--- src/rtl/speed_pkg.sv ---
// -----------------------------------------------------------------------------
// speed_pkg
// Shared definitions for the speed integrator and anything that talks to it.
//   state_t    : integrator FSM states (IDLE, ACCEL, COAST, BRAKE)
//   ACC_*      : encodings of the 2-bit accel command from the key compiler
//   DIST_W     : width of the wrapping distance accumulator
//   cmd_target : maps a raw accel command onto the state it requests
// -----------------------------------------------------------------------------
package speed_pkg;

    typedef enum logic [1:0] {
        IDLE  = 2'd0,
        ACCEL = 2'd1,
        COAST = 2'd2,
        BRAKE = 2'd3
    } state_t;

    localparam logic [1:0] ACC_NONE  = 2'b00;
    localparam logic [1:0] ACC_BRAKE = 2'b01;
    localparam logic [1:0] ACC_GO    = 2'b10;

    localparam int DIST_W = 16;

    // Both pedals at once (2'b11) is treated as braking, so braking wins
    // whenever the brake bit is set.
    function automatic state_t cmd_target(input logic [1:0] cmd);
        state_t target;
        case (cmd)
            ACC_NONE:  target = COAST;
            ACC_GO:    target = ACCEL;
            ACC_BRAKE: target = BRAKE;
            default:   target = BRAKE;
        endcase
        return target;
    endfunction

endpackage

--- src/rtl/speed_integrator_if.sv ---
// -----------------------------------------------------------------------------
// speed_integrator_if
// Bundles the command input and the status outputs of the speed integrator.
//   accel     : 2-bit command from the key compiler
//   speed     : current speed (SPEED_W bits)
//   distance  : wrapping running sum of speed (DIST_W bits)
//   tick      : one-cycle pulse on each update
//   moving    : speed is nonzero
//   at_max    : speed sits at the ceiling
//   dist_wrap : one-cycle pulse when distance overflowed on the last update
// master is the side that issues commands and consumes status (key compiler /
// game logic); slave is the integrator itself.
// SPEED_W must match the SPEED_W of the integrator it is connected to.
// -----------------------------------------------------------------------------
interface speed_integrator_if
    import speed_pkg::*;
#(
    parameter int SPEED_W = 8
) ();

    logic [1:0]         accel;
    logic [SPEED_W-1:0] speed;
    logic [DIST_W-1:0]  distance;
    logic               tick;
    logic               moving;
    logic               at_max;
    logic               dist_wrap;

    modport master (
        output accel,
        input  speed,
        input  distance,
        input  tick,
        input  moving,
        input  at_max,
        input  dist_wrap
    );

    modport slave (
        input  accel,
        output speed,
        output distance,
        output tick,
        output moving,
        output at_max,
        output dist_wrap
    );

endinterface

--- src/rtl/tick_divider.sv ---
// -----------------------------------------------------------------------------
// tick_divider
// Free-running divider that produces a one-cycle pulse every TICK_DIV clocks.
// Reusable by any game block that needs a slower update rate.
//   CLOCK_50 : clock
//   reset    : synchronous, active-high; restarts the count at 0
//   tick     : high for the single cycle in which the count equals TICK_DIV-1
// TICK_DIV must be at least 2.
// -----------------------------------------------------------------------------
module tick_divider #(
    parameter int TICK_DIV = 500000
) (
    input  logic CLOCK_50,
    input  logic reset,
    output logic tick
);

    localparam int              CNT_W = $clog2(TICK_DIV);
    localparam logic [CNT_W-1:0] LAST = CNT_W'(TICK_DIV - 1);

    logic [CNT_W-1:0] count;

    // Count 0..TICK_DIV-1 and wrap. Because tick is decoded from the count,
    // a reset leaves the first pulse a full TICK_DIV cycles away.
    always_ff @(posedge CLOCK_50) begin
        if (reset) begin
            count <= '0;
        end else if (count == LAST) begin
            count <= '0;
        end else begin
            count <= count + CNT_W'(1);
        end
    end

    assign tick = (count == LAST);

endmodule

--- src/rtl/speed_integrator.sv ---
// -----------------------------------------------------------------------------
// speed_integrator
// Integrates the accel command from the key compiler into a saturating speed
// on every update tick, applies a slow drag while coasting and accumulates a
// wrapping distance counter for the game/display logic.
//   CLOCK_50 : clock
//   reset    : synchronous, active-high; clears every register and the divider
//   bus      : slave side of speed_integrator_if (accel in; speed, distance,
//              tick, moving, at_max, dist_wrap out)
// All registered outputs change on the edge that ends the tick cycle, so they
// are visible the cycle after tick is high.
// -----------------------------------------------------------------------------
module speed_integrator
    import speed_pkg::*;
#(
    parameter int TICK_DIV   = 500000,
    parameter int SPEED_W    = 8,
    parameter int MAX_SPEED  = 200,
    parameter int ACCEL_STEP = 2,
    parameter int BRAKE_STEP = 4,
    parameter int DRAG_STEP  = 1,
    parameter int DRAG_DIV   = 4
) (
    input  logic              CLOCK_50,
    input  logic              reset,
    speed_integrator_if.slave bus
);

    // Speed constants held one bit wider than speed so sums and comparisons
    // cannot overflow.
    localparam logic [SPEED_W:0] MAX_W   = (SPEED_W + 1)'(MAX_SPEED);
    localparam logic [SPEED_W:0] ACCEL_W = (SPEED_W + 1)'(ACCEL_STEP);
    localparam logic [SPEED_W:0] BRAKE_W = (SPEED_W + 1)'(BRAKE_STEP);
    localparam logic [SPEED_W:0] DRAG_W  = (SPEED_W + 1)'(DRAG_STEP);

    localparam int                 DRAG_CW   = (DRAG_DIV > 1) ? $clog2(DRAG_DIV) : 1;
    localparam logic [DRAG_CW-1:0] DRAG_LAST = DRAG_CW'(DRAG_DIV - 1);

    logic                tick;
    state_t              state_q, state_d;
    state_t              target;
    logic [SPEED_W-1:0]  speed_q, speed_d;
    logic [SPEED_W:0]    accel_sum;
    logic [SPEED_W:0]    speed_wide;
    logic [SPEED_W-1:0]  accel_val, brake_val, drag_val;
    logic [DRAG_CW-1:0]  drag_q, drag_d;
    logic [DIST_W-1:0]   dist_q, dist_d;
    logic [DIST_W:0]     dist_sum;
    logic                wrap_q, wrap_d;

    tick_divider #(
        .TICK_DIV (TICK_DIV)
    ) u_tick_divider (
        .CLOCK_50 (CLOCK_50),
        .reset    (reset),
        .tick     (tick)
    );

    // Candidate next speeds for each command, all saturating. They are
    // computed every cycle and only one is picked on the tick cycle.
    always_comb begin
        speed_wide = {1'b0, speed_q};
        accel_sum  = speed_wide + ACCEL_W;
        accel_val  = (accel_sum > MAX_W) ? MAX_W[SPEED_W-1:0] : accel_sum[SPEED_W-1:0];
        brake_val  = (speed_wide > BRAKE_W) ? speed_q - BRAKE_W[SPEED_W-1:0] : '0;
        drag_val   = (speed_wide > DRAG_W) ? speed_q - DRAG_W[SPEED_W-1:0] : '0;
        dist_sum   = {1'b0, dist_q} + {{(DIST_W + 1 - SPEED_W){1'b0}}, speed_q};
        target     = cmd_target(bus.accel);
    end

    // Next-state logic. Nothing moves except on the tick cycle, which is also
    // the only cycle in which the command is looked at. The distance always
    // adds the speed from before this tick's update. The drag counter only
    // survives consecutive coasting ticks, so after a key is released the
    // first drag lands DRAG_DIV ticks later, and the tick on which a new
    // command arrives never drags.
    always_comb begin
        state_d = state_q;
        speed_d = speed_q;
        drag_d  = drag_q;
        dist_d  = dist_q;
        wrap_d  = 1'b0;
        if (tick) begin
            {wrap_d, dist_d} = dist_sum;
            case (target)
                ACCEL: begin
                    speed_d = accel_val;
                    drag_d  = '0;
                    state_d = ACCEL;
                end
                BRAKE: begin
                    speed_d = brake_val;
                    drag_d  = '0;
                    state_d = (brake_val == '0) ? IDLE : BRAKE;
                end
                default: begin
                    if (speed_q == '0) begin
                        drag_d  = '0;
                        state_d = IDLE;
                    end else if (drag_q == DRAG_LAST) begin
                        speed_d = drag_val;
                        drag_d  = '0;
                        state_d = (drag_val == '0) ? IDLE : COAST;
                    end else begin
                        drag_d  = drag_q + DRAG_CW'(1);
                        state_d = COAST;
                    end
                end
            endcase
        end
    end

    // State and datapath registers. Reset wins even on a tick cycle, so no
    // update is ever applied in the same cycle as reset.
    always_ff @(posedge CLOCK_50) begin
        if (reset) begin
            state_q <= IDLE;
            speed_q <= '0;
            drag_q  <= '0;
            dist_q  <= '0;
            wrap_q  <= 1'b0;
        end else begin
            state_q <= state_d;
            speed_q <= speed_d;
            drag_q  <= drag_d;
            dist_q  <= dist_d;
            wrap_q  <= wrap_d;
        end
    end

    assign bus.speed     = speed_q;
    assign bus.distance  = dist_q;
    assign bus.tick      = tick;
    assign bus.moving    = (speed_q != '0);
    assign bus.at_max    = (speed_q == MAX_W[SPEED_W-1:0]);
    assign bus.dist_wrap = wrap_q;

endmodule
--- src/flat_wrapper.sv ---
// flat-port wrapper written by rule: the top's interface ports become plain ports
module speed_integrator_flat import speed_pkg::*;
#(
    parameter int TICK_DIV   = 500000,
    parameter int SPEED_W    = 8,
    parameter int MAX_SPEED  = 200,
    parameter int ACCEL_STEP = 2,
    parameter int BRAKE_STEP = 4,
    parameter int DRAG_STEP  = 1,
    parameter int DRAG_DIV   = 4
)
  (CLOCK_50, reset, bus_accel, bus_speed, bus_distance, bus_tick, bus_moving, bus_at_max, bus_dist_wrap);
  speed_integrator_if #(.SPEED_W(SPEED_W)) bus_i ();
  input  logic CLOCK_50;
  input  logic reset;
  input wire logic [$bits(bus_i.accel)-1:0] bus_accel;
  output wire logic [$bits(bus_i.speed)-1:0] bus_speed;
  output wire logic [$bits(bus_i.distance)-1:0] bus_distance;
  output wire logic [$bits(bus_i.tick)-1:0] bus_tick;
  output wire logic [$bits(bus_i.moving)-1:0] bus_moving;
  output wire logic [$bits(bus_i.at_max)-1:0] bus_at_max;
  output wire logic [$bits(bus_i.dist_wrap)-1:0] bus_dist_wrap;
  assign bus_i.accel = bus_accel;
  assign bus_speed = bus_i.speed;
  assign bus_distance = bus_i.distance;
  assign bus_tick = bus_i.tick;
  assign bus_moving = bus_i.moving;
  assign bus_at_max = bus_i.at_max;
  assign bus_dist_wrap = bus_i.dist_wrap;
  speed_integrator #(.TICK_DIV(TICK_DIV), .SPEED_W(SPEED_W), .MAX_SPEED(MAX_SPEED), .ACCEL_STEP(ACCEL_STEP), .BRAKE_STEP(BRAKE_STEP), .DRAG_STEP(DRAG_STEP), .DRAG_DIV(DRAG_DIV)) u_core (.CLOCK_50(CLOCK_50), .reset(reset), .bus(bus_i));
endmodule
--- config.mk ---
export PLATFORM = sky130hd
export DESIGN_NAME = speed_integrator_flat
export DESIGN_NICKNAME = d
export VERILOG_FILES = /design/src/rtl/speed_pkg.sv /design/src/rtl/speed_integrator_if.sv /design/src/rtl/tick_divider.sv /design/src/rtl/speed_integrator.sv /design/src/flat_wrapper.sv
export SDC_FILE = /design/constraint.sdc
export NUM_CORES = 1
export LEC_CHECK = 0
export CORE_MARGIN = 10
export CORE_UTILIZATION = 35
export CTS_CLUSTER_DIAMETER = 30
export DETAILED_ROUTE_END_ITERATION = 12
export HOLD_SLACK_MARGIN = 0.02
export PLACE_DENSITY = 0.64
export SYNTH_ARGS = -nofsm -noshare
export SYNTH_HDL_FRONTEND = slang
export SYNTH_HIERARCHICAL = 1
export SYNTH_SLANG_ARGS = --single-unit
--- constraint.sdc ---
create_clock -name CLOCK_50 -period 3.2 [get_ports CLOCK_50]
set_input_delay 0.64 -clock CLOCK_50 [delete_from_list [all_inputs] [get_ports CLOCK_50]]
set_output_delay 0.64 -clock CLOCK_50 [all_outputs]
set_load 0.1 [all_outputs]
==> Word level (Yosys, flattened, before mapping) <==
Cells that the tools add are included.
{ "totals": {"elab_cells": 40, "out_inout_bits": 28, "inputBits": 4, "register_bits": 46} }
{ "op_classes": {"reduce_logical": 8, "n_bitwise": 1, "n_lt_le_gt_ge": 3, "mux": 10, "n_eq_ne": 7, "n_addsub": 6} }
{ "op_table": {"columns": ["op", "count"], "rows": [
  ["$mux W8", 5],
  ["$add A19 B1 Y19 const B", 1],
  ["$eq A19 B19 Y1 const B", 1],
  ["$add A16 B8 Y17", 1],
  ["$pmux W8 S2", 1],
  ["$add A8 B2 Y9 const B", 1],
  ["$gt A9 B8 Y1 const B", 1],
  ["$eq A8 B8 Y1 const B", 1],
  ["$gt A8 B1 Y1 const B", 1],
  ["$gt A8 B3 Y1 const B", 1],
  ["$logic_not A8 Y1", 1],
  ["$reduce_bool A8 Y1", 1],
  ["$sub A8 B1 Y8 const B", 1],
  ["$sub A8 B3 Y8 const B", 1],
  ["$eq A2 B2 Y1 const B", 3],
  ["$mux W2", 3],
  ["$reduce_or A2 Y1", 3],
  ["$pmux W2 S2", 1],
  ["$ne A3 B3 Y1 const B", 1],
  ["$reduce_and A3 Y1", 1],
  ["$reduce_bool A3 Y1", 1],
  ["$add A2 B1 Y2 const B", 1],
  ["$eq A2 B1 Y1 const B", 1],
  ["$logic_not A2 Y1", 1],
  ["$not A1 Y1", 1]
]} }

==> Longest topological paths before layout <==
Gate-level depths: netlist of the first run.
{ "depth": {"word_depth": 5, "mapped_depth": 10, "ltp_nobuf": 9} }

==> Hierarchy <==
Netlist of the first run, hierarchy kept.
{ "modules_own_cells": {"columns": ["mod", "area_each_um2", "seq_area_each_um2", "cells_each", "instances"], "rows": [
  ["speed_integrator", 2134.5, 540.5, 275, 1],
  ["tick_divider", 895.9, 380.4, 102, 1]
]} }

==> Worst setup path before layout of the first run <==
Ideal clock, no wire load.
{ "synth_timing": {"path_type": "flip-flop to flip-flop", "start": "reg u_core.u_tick_divider.count[0]", "end": "reg u_core.dist_q[15] (netlist: u_core/bus.distance[15])", "required_ps": 3130, "period_less_slack_ps": 5619, "stages_incl_launch_ff": 10, "path_slack_ps": -2419, "setup_ps": 70, "n_path_buf": 0, "arrival_time_ps": 5549, "cell_sequence": "dfxtp_1 -> ha_1 -> nand4_2 -> nor4_1 -> nand3_1 -> nor2_1 -> and3_1 -> nand3_1 -> or3_1 -> a21oi_1"} }
{ "synth_via": {"elab_chain_len": 1} }
{ "synth_lines": {"columns": ["item", "line", "text"], "rows": [
  ["start: declaration", "tick_divider.sv:21", "logic [CNT_W-1:0] count;"],
  ["start signal: assignment", "tick_divider.sv:31", "count <= count + CNT_W'(1);"],
  ["$eq A19 B19 Y1", "tick_divider.sv:35", "assign tick = (count == LAST);"],
  ["via bus_tick", "flat_wrapper.sv:19", "output wire logic [$bits(bus_i.tick)-1:0] bus_tick;"],
  ["end signal: assignment", "speed_integrator.sv:126", "dist_q <= dist_d;"],
  ["end: declaration", "speed_integrator.sv:47", "logic [DIST_W-1:0] dist_q, dist_d;"]
]} }
The timed path passes the listed nets, and every way through them passes these cells.
A chain may end at the register's enable or synchronous reset.

==> Final worst setup path of the first run <==
{ "layout_timing": {"start": "reg u_core.u_tick_divider.count[12]", "end": "out bus_tick"} }
{ "layout_via": {"elab_chain_len": 1} }
{ "layout_lines": {"columns": ["item", "line"], "rows": [
  ["$eq A19 B19 Y1", "tick_divider.sv:35"],
  ["end: declaration", "flat_wrapper.sv:19"]
]} }
Every way passes these cells.

==> results.cfg, run 1 <==
[power_and_ir_drop]
p_sw_share_pct = 22.7
powerDensity_mw_per_mm2 = 302
leakage_nw = 1.26
p_int_mw = 0.818
netSwitchingPower_mw = 0.241
p_clk_share_pct = 42.0
vdd.ir_drop.worst_v = 0.000154
combPwrFrac_pct = 3.3
pwr-share-seq_pct = 54.7

[place]
dpl_cell_area_mm2 = 0.00339
gp_congestion = 0.827
place_inst = 502
dp_hpwl_um = 5780
port_buffers = 31

[outcome]
status = finished clean

[setup_path]
cp.required_ns = 2.56
path_max_fanout = 9
crit_path_start_kind = register
critical_path_arrival_ns = 2.26
crit_type = register to output pin
endpoint_kind = output pin

[global_routing]
grt_start_max_net_pins = 27
grt-ovfl-total = 0
grt_pass1_wl_um = 13400
antenna_found_initial = 0
track_usage_pct = 12.3
first_global_vias = 2718

[timing]
max_freq_mhz = 345
finalCriticalPeriod_ns = 2.90
max_slew_margin_pct = 34.0
tightest_slew_ns = 0.987
fin_skew_ns = 0.0103
setup_viol_count_final = 0
slew_violations = 0
final_hold_viol_count = 0
period_share_pct = 90.5
rsz0062_at_grt = false

[routing]
detail-route-antenna-nets = 0
wl_per_cell_um = 15.5
wl_um = 7910
viasPerCell = 5.49
drtIter0Drc = 139
num_vias = 2801
firstDrtPassIters = 4
drc_errors = 0

[cells_and_area]
area_delta_synth_final_pct = 15.8
register_area_um2 = 923
multiInputGateArea_mm2 = 0.00198
postLayoutCellArea_mm2 = 0.00351
stdcell_count = 510
fillers = 858
nets = 429
drive_above_1_share_pct = 15.6
n_antenna_cell = 0

[yosys]
synthesis.area_mm2 = 0.00303
synth_edf_count = 0
synth_common_cells = 46 x dfxtp_1, 45 x nor2_1, 26 x a21oi_1
yosysUniqueCellTypes = 66
yosys_warnings = 6
ys_seq_elements = 46
yosysTopAreaCellShare_pct = 30.4
async_flop_share_pct = 0
seq_area_frac_synth_pct = 30.4
synth_fp_nets = 402
syn_avg_cell_area_um2 = 8.04
synth_area_leaders = dfxtp_1 30%, ha_1 8.3%, nor2_1 5.6%, xnor2_1 4.3%, a21oi_1 4.3%
ys.flop_type = dfxtp_1
synth_most_common_cell = dfxtp_1
synth_top_area_cell = dfxtp_1
synthCells = 377

[clock_network]
cts_setup_buffers = 0
h-tree-depth = 2
ctsResizeCount = 0
clockBufferDepth = 2
cts.sinks = 46
tritoncts = yes
cts_buffers = 5
worstSkewPairLatency_ns = 0.31
cts_hold_buf = 0
path_clk_slew_ns = 0.09
root_buffer = clkbuf_8

[floorplan]
die-area_mm2 = 0.0128
rows = 33
start_util_pct = 36.3
coreArea_mm2 = 0.00834
die_h_um = 113
num_io_pins = 32
die_w_um = 113

[worst_hold_path]
hold_path_class = register to register

[run]
maxCapViolations = 0
-- per-stage QoR --
stage / setup slack, ns / hold WS (ns) / power (mW) / util [%] / setup TNS [ns]
after global routing: 0.0617 / 0.515 / 1.10 / 42.1 / 0
after CTS: 0.247 / 0.490 / 1.07 / 42.1 / 0
after floorplan: -0.134 / 0.441 / 0.614 / - / -0.209
after global placement: 0.400 / 0.462 / 0.626 / 40.7 / 0
after detailed placement: 0.383 / 0.472 / 0.627 / 40.7 / 0
final: 0.303 / 0.488 / 1.06 / 42.1 / 0
-- sequential cells by signal, summed over array words and instances (netlist names) --
name	flops
u_core/bus.dist_wrap	1
u_core/bus.speed	8
u_core/drag_q	2
u_core/u_tick_divider/count	19
u_core/bus.distance	16
-- cells in the final DEF, fill, tap and decap left out, types with 9 or more instances in the layout --
| cell | n |
|---|---|
| nor2_1 | 45 |
| dfxtp_1 | 44 |
| buf_4 | 32 |
| a21oi_1 | 26 |
| nand2_1 | 25 |
| ha_1 | 20 |
| inv_1 | 18 |
| nand3_1 | 15 |
| xnor2_1 | 15 |
| nor3_1 | 13 |
| o21ai_0 | 13 |
| nand4_1 | 11 |
| o21ai_1 | 11 |
| or3_1 | 10 |
| nor4_1 | 9 |
-- layout make-up --
class,count,share of cell area (%)
repair buffers,36,8.27
clock inverters,3,1.28
flip-flops and latches,46,26.3
inverters,19,2.03
well taps,105,3.74
multi-input cells,296,56.4
clock buffers,5,1.96
-- worst max-delay path, stage by stage (launching register included) --
cell,delay (ns)
dfxtp_1,0.36
nor4_1,0.28
nand4_1,0.25
nor4_4,0.58
buf_4,0.28
buf_12,0.19
-- cells by family after synthesis --
logic type | count (synthesis) | synth area share, %
mux | 5 | 1.69
buf+inv | 35 | 5.20
compound gates | 97 | 22.2
fa+ha+maj | 21 | 8.92
flops | 46 | 30.4
xor+xnor | 18 | 5.20
simple gates | 155 | 26.4
-- layer usage --
metal,vias to the layer above,share of wire [%],GRT usage [%]
li1,1435,-,-
met3,7,4.8,2.64
met1,1303,49,16.1
met4,0,0.85,3.47
met2,56,45,19.7
met5,-,0,0
-- power by group through the flow --
stage | Clock, mW | Combinational, mW | Sequential, mW
floorplan | 0 | 0.0237 | 0.591
global placement | 0 | 0.0338 | 0.593
detailed placement | 0 | 0.0341 | 0.593
CTS | 0.460 | 0.0348 | 0.580
global route | 0.477 | 0.0383 | 0.580
finish | 0.445 | 0.0345 | 0.580
-- worst paths after layout --
kind,endpoint,cells past startpoint,from,slack (ns)
setup / recovery,bus_tick,5,u_core/u_tick_divider/count[12],0.30
hold / removal,u_core/drag_q[1],2,u_core/drag_q[1],0.49
setup reg to reg,u_core/bus.distance[15],9,u_core/u_tick_divider/count[12],0.52
hold reg to reg,u_core/drag_q[1],2,u_core/drag_q[1],0.49
(Power assumes the default switching activity.)
==> run 2: changes to the inputs <==
==> constraint.sdc (replaced) <==
create_clock -name CLOCK_50 -period 2.9 [get_ports CLOCK_50]
set_input_delay 0.58 -clock CLOCK_50 [delete_from_list [all_inputs] [get_ports CLOCK_50]]
set_output_delay 0.58 -clock CLOCK_50 [all_outputs]
set_load 0.1 [all_outputs]
==> run 2 against run 1 <==
First-iteration DRC count fell by 13%. Power rose by 3.8%. Critical path depth did not move. Via count rose by 2.9%. Utilization rose by 0.57 points. Final cell count rose by 0.78%. Critical endpoint unchanged. Largest cell class unchanged.
==> results.cfg, run 2 (synthesis gave the netlist of run 1 again) <==
[outcome]
status = finished clean

[clock_network]
clockBufferDepth = 2
root_buffer = clkbuf_8
cts_setup_buffers = 0
h-tree-depth = 2
cts_buffers = 5
path_clk_slew_ns = 0.09
ctsResizeCount = 0
cts_hold_buf = 0
worstSkewPairLatency_ns = 0.30
tritoncts = yes
cts.sinks = 46

[power_and_ir_drop]
leakage_nw = 1.29
powerDensity_mw_per_mm2 = 309
vdd.ir_drop.worst_v = 0.000170
total_power_mw = 1.10

[timing]
layout_setup_ws_ns = 0.270
slew_violations = 0
fin_skew_ns = 0.00846
max_slew_margin_pct = 48.7
timing.hold.ws_ns = 0.475
period_share_pct = 90.7
rsz0062_at_grt = false
setup_viol_count_final = 0
max_freq_mhz = 380
finalCriticalPeriod_ns = 2.63
tightest_slew_ns = 0.762
final_hold_viol_count = 0

[routing]
drtIter0Drc = 121
drc_errors = 0
detail-route-antenna-nets = 0
wl_um = 7950
num_vias = 2882
viasPerCell = 5.61
wl_per_cell_um = 15.5
firstDrtPassIters = 4

[setup_path]
endpoint_kind = output pin
path_max_fanout = 9
crit_type = register to output pin
critical_path_arrival_ns = 2.05
critical_path.max_stage_delay_ns = 0.42
reg2regPathDepth = 9
crit_path_start_kind = register
crit_path_top_delay_cell = nor4_4
cp.required_ns = 2.32
worstPathCellList = nor4_1, nand4_1, nor4_4, buf_4, buf_12

[global_routing]
first_global_vias = 2741
grt_pass1_wl_um = 13500
track_usage_pct = 12.5
grt_start_max_net_pins = 21
antenna_found_initial = 0
grt-ovfl-total = 0

[place]
port_buffers = 31
gp_congestion = 0.851
dp_hpwl_um = 5990
dp_slack_ns = 0.369

[cells_and_area]
largest_reg_flops = 19
nets = 433
n_antenna_cell = 0
top_register = u_core/u_tick_divider/count
layout_common_cells = 45 x nor2_1, 41 x dfxtp_1, 34 x buf_4
area_delta_synth_final_pct = 17.3
layout_commonest_cell = nor2_1
drive_above_1_share_pct = 17.4

[worst_hold_path]
hold_path_class = register to register
holdPathStages = 2

[floorplan]
die_w_um = 113
die-area_mm2 = 0.0128
start_util_pct = 36.3
num_io_pins = 32
coreArea_mm2 = 0.00834
die_h_um = 113
rows = 33

[run]
maxCapViolations = 0
[run 2: worst max-delay path, delay by kind of cell (launching register included)]
| family | cells | cell delay (ns) |
|---|---|---|
| and+or+nand+nor | 3 | 0.95 |
| DFF | 1 | 0.36 |
| buffers and inverters | 2 | 0.44 |
[run 2: worst paths after layout]
kind              slack [ns]                      end                            from
setup / recovery        0.27                 bus_tick  u_core/u_tick_divider/count[9]
hold / removal          0.48         u_core/drag_q[1]                u_core/drag_q[1]
setup reg to reg        0.39  u_core/bus.distance[15]  u_core/u_tick_divider/count[9]
hold reg to reg         0.48         u_core/drag_q[1]                u_core/drag_q[1]
[run 2: final cells by class]
type                       instances  area (um^2)
fill                             826         4780
multi-input combinational        296         1990
sequential                        46          927
timing repair buffer              40          345
tap                              105          131
clock buffer                       6         82.6
inverter                          19         71.3
clock inverter                     2         12.5
[run 2: per-stage QoR]
step                std cells  setup TNS [ns]  instance area [um^2]  util, %
CTS                       514               0                  3560     42.6
finish                    514               0                  3560     42.6
floorplan                 377           -2.79                  3080        -
global route              514               0                  3560     42.6
global placement          506               0                  3460     41.5
detailed placement        506               0                  3460     41.5
[run 2: layer usage]
layer  vias to the layer above  wire length (um)  global-route usage [%]
li1                       1452                 -                       -
met1                      1374              3950                    16.6
met2                        51              3610                    19.5
met3                         5               328                    2.96
met4                         0                64                    3.55
met5                         -                 0                       0
[run 2: report_power, final]
group	internal, mW	switching [mW]	total, mW
sequential	0.634	0.00478	0.639
combinational	0.0139	0.0265	0.0404
clock	0.192	0.228	0.420
total	0.840	0.259	1.10
